## src/rtl/vote_pkg.sv

```systemverilog
// vote_pkg: shared types and helpers for the vote_logger block.
//   NUM_CANDI   number of candidate buttons / tallies
//   MAX_VOTE_W  widest tally the saturating-increment helper supports
//   state_t     vote FSM encoding
//   candi_idx_t candidate index (0 = candidate 1)
package vote_pkg;

   localparam int NUM_CANDI  = 4;
   localparam int MAX_VOTE_W = 16;

   typedef enum logic [2:0] {
      IDLE,
      ARM,
      CAST,
      ACK,
      WAIT_REL
   } state_t;

   typedef logic [1:0] candi_idx_t;

   // Increment a w-bit value held in the low bits of v; an all-ones value stays put.
   function automatic logic [MAX_VOTE_W-1:0] sat_inc(input logic [MAX_VOTE_W-1:0] v,
                                                     input int unsigned w);
      logic [MAX_VOTE_W-1:0] max_v;
      max_v = '1 >> (MAX_VOTE_W - w);
      return (v == max_v) ? v : v + MAX_VOTE_W'(1);
   endfunction

endpackage

```

## src/rtl/vote_logger_press_qualifier.sv

```systemverilog
// press_qualifier: synchronises the raw candidate buttons and qualifies a single
// stable one-hot press for the vote FSM.
// Ports:
//   clock, reset       system clock, synchronous active-high reset
//   mode               0 = voting, 1 = result (no press may start or continue)
//   buttons            raw button levels, candidate 1 in bit 0
//   in_idle, in_arm    FSM is in IDLE / ARM
//   start              a new one-hot press may begin (used in IDLE)
//   hold               synchronised buttons still equal the latched press
//   released           no button pressed (synchronised)
//   press_ok           1-cycle pulse: press held for DEBOUNCE_CYCLES ARM cycles
//   index              latched candidate index
module press_qualifier
   import vote_pkg::*;
#(
   parameter int DEBOUNCE_CYCLES = 16
) (
   input  logic                 clock,
   input  logic                 reset,
   input  logic                 mode,
   input  logic [NUM_CANDI-1:0] buttons,
   input  logic                 in_idle,
   input  logic                 in_arm,
   output logic                 start,
   output logic                 hold,
   output logic                 released,
   output logic                 press_ok,
   output candi_idx_t           index
);

   localparam int CNT_W = (DEBOUNCE_CYCLES > 2) ? $clog2(DEBOUNCE_CYCLES) : 1;

   logic [NUM_CANDI-1:0] sync_meta;
   logic [NUM_CANDI-1:0] btn;
   logic [NUM_CANDI-1:0] latched_oh;
   logic [CNT_W-1:0]     qual_cnt;
   candi_idx_t           enc_idx;

   always_ff @(posedge clock) begin
      if (reset) begin
         sync_meta <= '0;
         btn       <= '0;
      end else begin
         sync_meta <= buttons;
         btn       <= sync_meta;
      end
   end

   always_comb begin
      enc_idx = '0;
      for (int i = 0; i < NUM_CANDI; i++) begin
         if (btn[i]) enc_idx = candi_idx_t'(i);
      end
   end

   assign start    = !mode && $onehot(btn);
   assign hold     = !mode && (btn == latched_oh);
   assign released = (btn == '0);
   assign press_ok = in_arm && hold && (qual_cnt == CNT_W'(DEBOUNCE_CYCLES - 1));

   always_ff @(posedge clock) begin
      if (reset) begin
         latched_oh <= '0;
         index      <= '0;
         qual_cnt   <= '0;
      end else if (in_idle) begin
         qual_cnt <= '0;
         if (start) begin
            latched_oh <= btn;
            index      <= enc_idx;
         end
      end else if (in_arm && hold) begin
         qual_cnt <= qual_cnt + CNT_W'(1);
      end
   end

endmodule

```

## src/rtl/vote_logger.sv

```systemverilog
// vote_logger: voting front end. Qualifies candidate presses, commits one vote per
// press into a saturating per-candidate tally and pulses casted_vote afterwards.
// Optional feature macro: VOTE_TOTAL_EN adds the total_votes output.
// Ports:
//   clock, reset          system clock, synchronous active-high reset
//   mode                  0 = voting, 1 = result (tallies frozen)
//   candi1..4_button      raw candidate buttons
//   candi1..4_votes       registered tallies
//   casted_vote           high ACK_CYCLES cycles after each committed vote
//   total_votes           sum of tallies (VOTE_TOTAL_EN only)
//
// state    | meaning
// IDLE     | waiting for a single button in voting mode
// ARM      | same button must stay held for DEBOUNCE_CYCLES cycles
// CAST     | commit the vote into the latched candidate's tally
// ACK      | casted_vote high, counting ACK_CYCLES
// WAIT_REL | wait for all buttons released before the next vote
module vote_logger
   import vote_pkg::*;
#(
   parameter int VOTE_W          = 8,
   parameter int DEBOUNCE_CYCLES = 16,
   parameter int ACK_CYCLES      = 8
) (
   input  logic              clock,
   input  logic              reset,
   input  logic              mode,
   input  logic              candi1_button,
   input  logic              candi2_button,
   input  logic              candi3_button,
   input  logic              candi4_button,
   output logic [VOTE_W-1:0] candi1_votes,
   output logic [VOTE_W-1:0] candi2_votes,
   output logic [VOTE_W-1:0] candi3_votes,
   output logic [VOTE_W-1:0] candi4_votes,
   output logic              casted_vote
`ifdef VOTE_TOTAL_EN
   ,output logic [VOTE_W+1:0] total_votes
`endif
);

   localparam int ACK_W = (ACK_CYCLES > 2) ? $clog2(ACK_CYCLES) : 1;

   state_t            state, next_state;
   logic [ACK_W-1:0]  ack_cnt;
   logic [VOTE_W-1:0] tally [NUM_CANDI];
   logic              q_start, q_hold, q_released, q_press_ok;
   candi_idx_t        q_index;
   logic              cast_en, ack_next, at_max;

   press_qualifier #(
      .DEBOUNCE_CYCLES(DEBOUNCE_CYCLES)
   ) u_qual (
      .clock    (clock),
      .reset    (reset),
      .mode     (mode),
      .buttons  ({candi4_button, candi3_button, candi2_button, candi1_button}),
      .in_idle  (state == IDLE),
      .in_arm   (state == ARM),
      .start    (q_start),
      .hold     (q_hold),
      .released (q_released),
      .press_ok (q_press_ok),
      .index    (q_index)
   );

   always_ff @(posedge clock) begin
      if (reset) state <= IDLE;
      else       state <= next_state;
   end

   always_comb begin
      next_state = state;
      case (state)
         IDLE:     if (q_start) next_state = ARM;
         ARM: begin
            if (q_press_ok)   next_state = CAST;
            else if (!q_hold) next_state = IDLE;
         end
         CAST:     next_state = ACK;
         ACK:      if (ack_cnt == ACK_W'(ACK_CYCLES - 1)) next_state = WAIT_REL;
         WAIT_REL: if (q_released) next_state = IDLE;
         default:  next_state = IDLE;
      endcase
   end

   // Mode is deliberately ignored here: a vote that reached CAST always commits.
   always_comb begin
      cast_en  = (state == CAST);
      ack_next = (next_state == ACK);
      at_max   = &tally[q_index];
   end

   always_ff @(posedge clock) begin
      if (reset) begin
         ack_cnt     <= '0;
         casted_vote <= 1'b0;
      end else begin
         casted_vote <= ack_next;
         if (cast_en)           ack_cnt <= '0;
         else if (state == ACK) ack_cnt <= ack_cnt + ACK_W'(1);
      end
   end

   always_ff @(posedge clock) begin
      if (reset) begin
         for (int i = 0; i < NUM_CANDI; i++) tally[i] <= '0;
      end else if (cast_en) begin
         tally[q_index] <= VOTE_W'(sat_inc(MAX_VOTE_W'(tally[q_index]), VOTE_W));
      end
   end

   assign candi1_votes = tally[0];
   assign candi2_votes = tally[1];
   assign candi3_votes = tally[2];
   assign candi4_votes = tally[3];

`ifdef VOTE_TOTAL_EN
   localparam int TOT_W = VOTE_W + 2;

   // Only counts votes that actually moved a tally, so it tracks the tally sum.
   always_ff @(posedge clock) begin
      if (reset)                  total_votes <= '0;
      else if (cast_en && !at_max) total_votes <= total_votes + TOT_W'(1);
   end
`endif

endmodule

```

## config.mk

```make
export PLATFORM = sky130hd
export DESIGN_NAME = vote_logger
export DESIGN_NICKNAME = d
export VERILOG_FILES = /design/src/rtl/vote_pkg.sv /design/src/rtl/vote_logger_press_qualifier.sv /design/src/rtl/vote_logger.sv
export SDC_FILE = /design/constraint.sdc
export NUM_CORES = 1
export LEC_CHECK = 0
export CAP_MARGIN = 20
export CORE_MARGIN = 4
export CORE_UTILIZATION = 45
export CTS_CLUSTER_SIZE = 24
export DETAILED_ROUTE_END_ITERATION = 8
export GPL_TIMING_DRIVEN = 1
export HOLD_SLACK_MARGIN = 0.03
export PLACE_DENSITY = 0.74
export SYNTH_ARGS = -nofsm -noshare
export SYNTH_HDL_FRONTEND = slang
export SYNTH_SLANG_ARGS = --single-unit
export TNS_END_PERCENT = 5
```

## constraint.sdc

```tcl
create_clock -name clock -period 3.5 [get_ports clock]
set_input_delay 0.525 -clock clock [delete_from_list [all_inputs] [get_ports clock]]
set_output_delay 0.525 -clock clock [all_outputs]
set_load 0.02 [all_outputs]
```

==> flow_metrics.tcl, run 1 <==
set metrics [dict create \
    status "finished, final reports clean" \
    setup_viol 0 \
    p_leak_nw 1.22 \
    synth_area_leaders "edfxtp_1 34%, dfxtp_1 19%, ha_1 4.0%, mux4_2 4.0%, nor3_1 3.6%" \
    antenna_left 0 \
    fmax_mhz 341 \
    die-width_microns 86.7 \
    grt_max_degree 25 \
    antenna_found_initial 0 \
    yosys_register_bits 59 \
    r2r_slack_ns 0.56 \
    ys_async_sr_fraction 0 \
    synth-seq-area-share 0.538 \
    arrival_ns 2.99 \
    synth-edff-count 32 \
    grt_pass1_wl_microns 9920 \
    hp-start "u_qual.sync_meta[0]" \
    portBuffers 39 \
    hold_slack_ns 0.439 \
    area_growth_pct 23.9 \
    worstSkewPairLatency_ns 0.34 \
    syn-cell-area_sq_um 2790 \
    tns_ns 0 \
    register_area_sq_um 1500 \
    grt_usage 0.177 \
    max_slew_margin 0.517 \
    worst_pin_slew_ns 0.719 \
    multi_input_area_sq_um 1210 \
    worstSetupEndpointType "flop" \
    report.final.slew_viol_count 0 \
    timing.rr.end "tally[2][7]" \
    drv_cap 0 \
    core_area_sq_um 5960 \
    syn-num-nets 257 \
    crit_path_start_kind "flop" \
    grt_pass1_vias 1947 \
    place_congestion 0.827 \
    cts_buffers 9 \
    postSynthCellCount 240 \
    drc_errors 0 \
    hold_buffers 0 \
    final_cells 364 \
    filler_cell_count 526 \
    drt-vias-per-instance 5.71 \
    hold_end "u_qual.btn[0]" \
    clkSlewWorstSetupHoldPaths_ns 0.06 \
    finalClockSkew_ns 0.0132 \
    drt-initial-drc-count 240 \
    hold_viol 0 \
    rsz0062_at_grt "no" \
    first_pass_iters 4 \
    dp_hpwl_microns 4490 \
    ys_warn_count 0 \
    max-vdd-ir-drop_mv 0.253 \
    cts-resized-gates 0 \
    hold_depth 1 \
    dp.cells 348 \
    post_drt_wl_per_cell_microns 17.0 \
    antenna_cells 0 \
    wl_microns 6190 \
    initial_utilization 0.468 \
    post_cts_buffers 0 \
    yosys.area.top_type "edfxtp_1" \
    crit_type "flop to flop" \
    synth.distinct_cells 43 \
    dieArea_sq_um 7520 \
    vias 2078 \
    power.density_nw_per_um2 458 \
    grt-ovfl-total 0 \
    clock_path_buffers 2 \
    rr_worst_depth 6 \
    required_ns 3.55 \
    io_pins 40 \
    cts_tree "yes" \
    cp_max_fo 8 \
    cts.sinks 59 \
    fin_nets 301 \
    min_period_ns 2.94 \
    syn_avg_cell_area_sq_um 11.6 \
    root_buffer "clkbuf_8" \
    rows 28 \
    synth_top_cell_area_share 0.345 \
    die_h_microns 86.7 \
    hold_path.class "flop to flop" \
    layout-drive-gt1-share 0.104 \
    synth_flop_cell "edfxtp_1" \
    htreeDepth 3 \
    post-route-period-util 0.839 \
]
[state kept, by name (all words and copies together) (netlist names), named ones only]
| register | cells |
|---|---|
| u_qual.sync_meta | 4 |
| u_qual.index | 2 |
| u_qual.latched_oh | 4 |
| tally | 32 |
| u_qual.qual_cnt | 4 |
| state | 3 |
| u_qual.btn | 4 |
| casted_vote | 1 |
| ack_cnt | 3 |
[how the worst max path moves through the flow]
stage,end,slack [ns],cells after the start
finish,tally[2][7],0.56,6
global route,tally[2][7],0.36,6
CTS,tally[2][7],0.53,6
detailed placement,tally[2][7],0.54,6
global placement,tally[0][5],0.67,4
floorplan,tally[2][7],1.13,6
[layout make-up]
type,instances,share of cell area
Timing Repair Buffer,43,0.122
Clock buffer,9,0.0358
Multi-Input combinational cell,165,0.350
Tap cell,75,0.0272
Inverter,6,0.00652
Sequential cell,59,0.434
Clock inverter,7,0.0239
[per-layer routing]
metal / GRT usage / part of all wire / vias up
met1: 0.237 / 0.42 / 983
met3: 0.0494 / 0.084 / 12
met4: 0.0751 / 0.019 / 0
li1: - / - / 1003
met5: 0 / 0 / -
met2: 0.270 / 0.48 / 80
[metrics by stage]
stage	area [sq um]	total power [mW]	utilization	setup WS, ns
3_5_place_dp	3250	0.947	0.546	0.535
3_3_place_gp	3250	0.943	0.546	0.668
4_1_cts	3460	1.59	0.580	0.526
6_report	3460	1.58	0.580	0.564
5_1_grt	3460	1.65	0.580	0.358
2_1_floorplan	2790	0.886	-	1.13
[critical path, stage by stage (launching register included)]
cell     delay, ns
dfxtp_1       0.53
mux4_2        0.66
ha_1          0.35
nand2_1       0.11
o22ai_1       0.15
nor4_1        0.69
nor3_1        0.15
[cell usage in the layout, fill, tap and decap left out, types with 5 or more instances in the layout]
master and instances:
clkdlybuf4s50_1 39, edfxtp_1 32, dfxtp_1 27, nor3_1 20, a21oi_1 16, nor2_1 14
nand2_1 12, nand3_1 11, nor2b_1 9, ha_1 9, clkbuf_8 9, nand2b_1 7
inv_1 6, mux2i_1 6, mux4_2 5, a31oi_1 5, nor4_1 5
[report_power, final]
group | switching [mW] | internal (mW)
Clock | 0.258 | 0.392
Sequential | 0.0209 | 0.750
Combinational | 0.0899 | 0.0711
[synth_stat cells (2+ instances only)]
cell type and count:
mux4_2 5, nor2_1 14, xnor2_1 4, a31o_2 2
or4_1 2, nand3b_1 2, o21ai_0 4, nand2_1 12
and3_1 2, nand3_1 11, a21oi_1 16, nor2b_1 9
mux4_1 3, inv_1 6, ha_1 9, nand2b_1 7
edfxtp_1 32, nor4b_1 2, or3_1 2, nand4_1 4
or2_2 2, nor4_1 5, clkbuf_1 7, nor3b_1 3
mux2i_1 6, nor3_1 20, dfxtp_1 27, o31ai_1 2
buf_6 2, a31oi_1 5
[logic make-up (layout without fill, tap and decap cells)]
| logic type | after synthesis | in the layout | synth area share |
|---|---|---|---|
| AND/OR/NAND/NOR | 102 | 102 | 0.207 |
| adder cells (fa/ha/maj) | 10 | 10 | 0.0476 |
| flip-flops | 59 | 59 | 0.538 |
| multiplexers | 14 | 14 | 0.0902 |
| AO/OA/AOI/OAI | 35 | 35 | 0.0772 |
| XOR/XNOR | 4 | 4 | 0.0126 |
| buffers and inverters | 16 | 65 | 0.0274 |
Power figures use the tool's default switching activity.
==> inputs of run 2 (changes only) <==
==> constraint.sdc (replaced) <==
create_clock -name clock -period 2.9 [get_ports clock]
set_input_delay 0.435 -clock clock [delete_from_list [all_inputs] [get_ports clock]]
set_output_delay 0.435 -clock clock [all_outputs]
set_load 0.02 [all_outputs]
==> run 2 against run 1 <==
Net effect: global-route usage fell by 0.86 points; sequential power rose by 20%; register-to-register slack got worse by 0.29 ns; worst setup slack got worse by 0.29 ns; total power rose by 8.2%; die area did not move; clock skew fell by 0.0070 ns; worst hold slack got worse by 0.0039 ns; largest power group unchanged; highest routed layer unchanged; largest cell class unchanged; flip-flop and latch count did not move; clock power fell by 9.8%; clock-buffer cell count rose by 6; utilization fell by 0.44 points.
==> flow_metrics.tcl, run 2 (synthesis results as in run 1) <==
set metrics [dict create \
    io_pins 40 \
    status "finished, final reports clean" \
    fin_area_sq_um 3430 \
    hold_path.class "flop to flop" \
    die-width_microns 86.7 \
    die_h_microns 86.7 \
    clock_path_buffers 2 \
    hold_buffers 0 \
    cts-resized-gates 0 \
    wl_microns 5930 \
    required_ns 2.96 \
    fin_nets 305 \
    worstSetupEndpointType "flop" \
    filler_cell_count 505 \
    place_ws_ns 0.290 \
    antenna_found_initial 0 \
    dieArea_sq_um 7520 \
    cp_max_fo 8 \
    r2r_slack_ns 0.28 \
    post_cts_buffers 0 \
    grt_pass1_vias 1986 \
    grt_max_degree 26 \
    grt_usage 0.169 \
    dp.cells 352 \
    drt-vias-per-instance 5.67 \
    max_stage_delay_ns 0.63 \
    postPlaceCellArea_sq_um 3280 \
    max_slew_margin 0.572 \
    drv_cap 0 \
    report.final.slew_viol_count 0 \
    hold_end "u_qual.btn[3]" \
    area_growth_pct 23.0 \
    hold_viol 0 \
    portBuffers 39 \
    first_pass_iters 4 \
    final_cell_mix "39 x clkdlybuf4s50_1, 32 x edfxtp_1, 27 x dfxtp_1, 20 x nor3_1, 16 x a21oi_1" \
    tns_ns 0 \
    p_leak_nw 1.20 \
    clkSlewWorstSetupHoldPaths_ns 0.06 \
    crit_chain "mux4_2 > ha_1 > nand2_1 > o22ai_1 > nor4_1 > nor3_1" \
    rsz0062_at_grt "no" \
    cts_tree "yes" \
    timing.rr.end "tally[2][7]" \
    max-vdd-ir-drop_mv 0.370 \
    worst_pin_slew_ns 0.637 \
    post-route-period-util 0.904 \
    top_register "tally" \
    core_area_sq_um 5960 \
    place_congestion 0.931 \
    drt-initial-drc-count 209 \
    crit_type "flop to flop" \
    worstSkewPairLatency_ns 0.33 \
    rr_worst_depth 6 \
    grt-ovfl-total 0 \
    register_area_sq_um 1500 \
    drc_errors 0 \
    hold_depth 1 \
    final_cells 368 \
    mostFrequentLayoutCell "clkdlybuf4s50_1" \
    cts.sinks 59 \
    grt_pass1_wl_microns 9570 \
    layout-drive-gt1-share 0.0990 \
    largest_register_ffs 32 \
    finalClockSkew_ns 0.00614 \
    dp_hpwl_microns 4430 \
    multi_input_area_sq_um 1210 \
    power.density_nw_per_um2 499 \
    initial_utilization 0.468 \
    fmax_mhz 381 \
    cts_buffers 9 \
    min_period_ns 2.62 \
    post_drt_wl_per_cell_microns 16.1 \
    vias 2088 \
    crit_path_start_kind "flop" \
    hp-start "u_qual.sync_meta[3]" \
    crit_slowest_cell "mux4_2" \
    htreeDepth 3 \
    root_buffer "clkbuf_8" \
    arrival_ns 2.68 \
    setup_slack_ns 0.278 \
    setup_viol 0 \
    antenna_left 0 \
    antenna_cells 0 \
    rows 28 \
]
==> run 2: changes by cell type in the layout (fill, tap and decap cells not counted), sizes merged <==
cell	previous run	this run
clkbuf	9	15
clkinv	5	1
bufinv	2	0
buf	4	8
==> run 2: stage by stage <==
stage	util	hold WS, ns	total power [mW]
global route	0.576	0.461	1.78
CTS	0.576	0.439	1.73
detailed placement	0.551	0.425	1.14
global placement	0.551	0.417	1.14
floorplan	-	0.414	1.07
finish	0.576	0.435	1.71
==> run 2: routing by layer <==
metal | track usage | wire (microns)
met3 | 0.0428 | 466
met2 | 0.270 | 2750
met4 | 0.0708 | 111
met5 | 0 | 0
met1 | 0.217 | 2600
==> run 2: power breakdown <==
part	switching, mW	leakage [nW]	total (mW)	internal [mW]
Combinational	0.111	0.581	0.197	0.0864
Sequential	0.0225	0.550	0.928	0.906
Clock	0.277	0.0734	0.586	0.309
==> run 2: critical path, delay by kind of cell, from the launching register on <==
family / cells / cell delay [ns]
simple gates: 3 / 0.83
compound gates: 1 / 0.11
mux: 1 / 0.63
flops: 1 / 0.46
fa+ha+maj: 1 / 0.32
==> run 2: worst max-delay path by stage <==
stage                      from          end  slack (ns)  cells after the start
floorplan           tally[3][0]  tally[2][7]        0.53                      6
global placement           flop  tally[2][7]        0.37                      6
detailed placement         flop  tally[3][7]        0.29                      6
CTS                        flop  tally[3][7]        0.29                      6
global route               flop  tally[2][7]        0.09                      6
finish                     flop  tally[2][7]        0.28                      6
==> run 2: layout make-up <==
type | count | share of cell area
timing repair buffer | 47 | 0.131
multi-input combinational | 165 | 0.353
clock buffer | 15 | 0.0427
tap | 75 | 0.0274
inverter | 6 | 0.00657
sequential | 59 | 0.438
clock inverter | 1 | 0.00109
==> inputs of run 3 (changes only) <==
--- a/config.mk
+++ b/config.mk
@@ -10,9 +10,11 @@
 export CORE_UTILIZATION = 45
 export CTS_CLUSTER_SIZE = 24
 export DETAILED_ROUTE_END_ITERATION = 8
+export GPL_ROUTABILITY_DRIVEN = 0
 export GPL_TIMING_DRIVEN = 1
 export HOLD_SLACK_MARGIN = 0.03
 export PLACE_DENSITY = 0.74
+export REMOVE_ABC_BUFFERS = 1
 export SYNTH_ARGS = -nofsm -noshare
 export SYNTH_HDL_FRONTEND = slang
 export SYNTH_SLANG_ARGS = --single-unit
==> constraint.sdc (replaced) <==
create_clock -name clock -period 2.9 [get_ports clock]
set_input_delay 0.435 -clock clock [delete_from_list [all_inputs] [get_ports clock]]
set_output_delay 0.435 -clock clock [all_outputs]
set_load 0.005 [all_outputs]
==> run 3 against run 2 <==
Net effect: flip-flop and latch count did not move; total power rose by 13%; global-route usage rose by 1.4 points; worst setup slack improved by 0.032 ns; sequential power barely moved; worst hold slack improved by 0.011 ns; cell area rose by 1.9%; first-iteration DRC count fell by 14%; clock power rose by 40%; maximum frequency rose by 1.2%; die area did not move; utilization rose by 1.1 points; largest cell class unchanged; highest routed layer unchanged.
==> flow_metrics.tcl, run 3 (synthesis results as in run 1) <==
set metrics [dict create \
    arrival_ns 2.83 \
    die_h_microns 86.7 \
    die-width_microns 86.7 \
    rows 28 \
    io_pins 40 \
    htreeDepth 3 \
    antenna_cells 0 \
    hold_slack_ns 0.446 \
    fin_nets 304 \
    cpLargestDelayFamily "simple AND/OR/NAND/NOR gates" \
    worstSetupEndpointType "flop" \
    cts.sinks 59 \
    r2r_slack_ns 0.31 \
    cts_tree "yes" \
    crit_path_frequent_cell "ha_1" \
    finalClockSkew_ns 0.0105 \
    core_area_sq_um 5960 \
    area_growth_pct 25.3 \
    cp_max_fo 8 \
    drc_errors 0 \
    status "finished, final reports clean" \
    grt-ovfl-total 0 \
    drt-vias-per-instance 5.77 \
    min_period_ns 2.59 \
    drt-initial-drc-count 180 \
    max_stage_delay_ns 0.44 \
    antenna_left 0 \
    required_ns 3.14 \
    final_cell_mix "39 x clkdlybuf4s50_1, 32 x edfxtp_1, 27 x dfxtp_1, 20 x nor3_1, 16 x a21oi_1" \
    tns_ns 0 \
    portBuffers 39 \
    vias 2118 \
    post-route-period-util 0.893 \
    hold_path.class "flop to flop" \
    initial_utilization 0.468 \
    top_register "tally" \
    post_drt_wl_per_cell_microns 17.1 \
    grt_usage 0.182 \
    layout-drive-gt1-share 0.116 \
    hold_viol 0 \
    grt_pass1_vias 2145 \
    crit_type "flop to flop" \
    dieArea_sq_um 7520 \
    setup_viol 0 \
    power.density_nw_per_um2 552 \
    mostFrequentLayoutCell "clkdlybuf4s50_1" \
    max-vdd-ir-drop_mv 0.345 \
    grt_pass1_wl_microns 10400 \
    grt_max_degree 26 \
    drv_cap 0 \
    antenna_found_initial 0 \
    root_buffer "clkbuf_8" \
    clkSlewWorstSetupHoldPaths_ns 0.07 \
    path_buf_inv 1 \
    worst_pin_slew_ns 0.508 \
    cts_buffers 9 \
    max_slew_margin 0.659 \
    crit_path_start_kind "flop" \
    power_mw 1.93 \
    hold_buffers 0 \
    worstSkewPairLatency_ns 0.33 \
    report.final.slew_viol_count 0 \
    wl_microns 6290 \
    dp_hpwl_microns 4500 \
    filler_cell_count 528 \
    post_cts_buffers 0 \
    rsz0062_at_grt "no" \
    fmax_mhz 386 \
    crit_chain "inv_1 > ha_1 > ha_1 > fa_1 > nor2_1 > nand3_1 > or2_2 > a21oi_1" \
    largest_register_ffs 32 \
    crit_slowest_cell "fa_1" \
    clock_path_buffers 2 \
    first_pass_iters 4 \
    p_leak_nw 1.23 \
]
run 3: cell types whose count changed in the layout (fill, tap and decap cells not counted), sizes merged:
| cell | before | now |
|---|---|---|
| clkinvlp | 0 | 1 |
| bufinv | 0 | 2 |
| buf | 8 | 7 |
| clkbuf | 15 | 11 |
| clkinv | 1 | 2 |
run 3: power breakdown:
| group | total [mW] | internal (mW) | switching (mW) |
|---|---|---|---|
| Sequential | 0.929 | 0.905 | 0.0235 |
| Clock | 0.821 | 0.503 | 0.318 |
| Combinational | 0.181 | 0.0862 | 0.0947 |
| Total | 1.93 | 1.49 | 0.436 |
run 3: stage by stage:
step | area (sq um) | setup slack (ns) | cells | util
floorplan | 2740 | 0.374 | 230 | -
global placement | 3270 | 0.352 | 351 | 0.549
detailed placement | 3270 | 0.255 | 351 | 0.549
CTS | 3490 | 0.244 | 367 | 0.586
global route | 3500 | 0.119 | 367 | 0.587
finish | 3500 | 0.310 | 367 | 0.587
run 3: metal layers:
metal	global-route usage	routed length, microns
met1	0.226	2590
met2	0.305	3170
met3	0.0371	413
met4	0.0878	117
met5	0	0
run 3: worst reg2reg max path: cells and delay by family, from the launching register on:
kind	cells	cell delay (ns)
and+or+nand+nor	3	0.94
DFF	1	0.42
AOI/OAI and AO/OA	1	0.16
buffers and inverters	1	0.07
adders and majority gates	3	0.93
run 3: repair_timing:
item / CTS / global route
setup endpoints to repair: 0 / 1
endpoints found under the hold margin: 0 / 0
resized for setup: 0 / 1
run 3: path summary, 6_finish.rpt:
| path | start | end | cells after the start |
|---|---|---|---|
| max | u_qual.btn[1] | u_qual.index[1] | 8 |
| min | u_qual.sync_meta[0] | u_qual.btn[0] | 1 |
| max reg2reg | u_qual.btn[1] | u_qual.index[1] | 8 |
| min reg2reg | u_qual.sync_meta[0] | u_qual.btn[0] | 1 |
run 3: area by class of cell:
cell class	instances	area, sq um	share of cell area
repair buffers	46	443	0.127
multi-input cells	165	1220	0.348
well taps	75	93.8	0.0268
inverters	6	22.5	0.00644
clock inverters	5	76.3	0.0218
clock buffers	11	141	0.0404
flip-flops and latches	59	1500	0.429
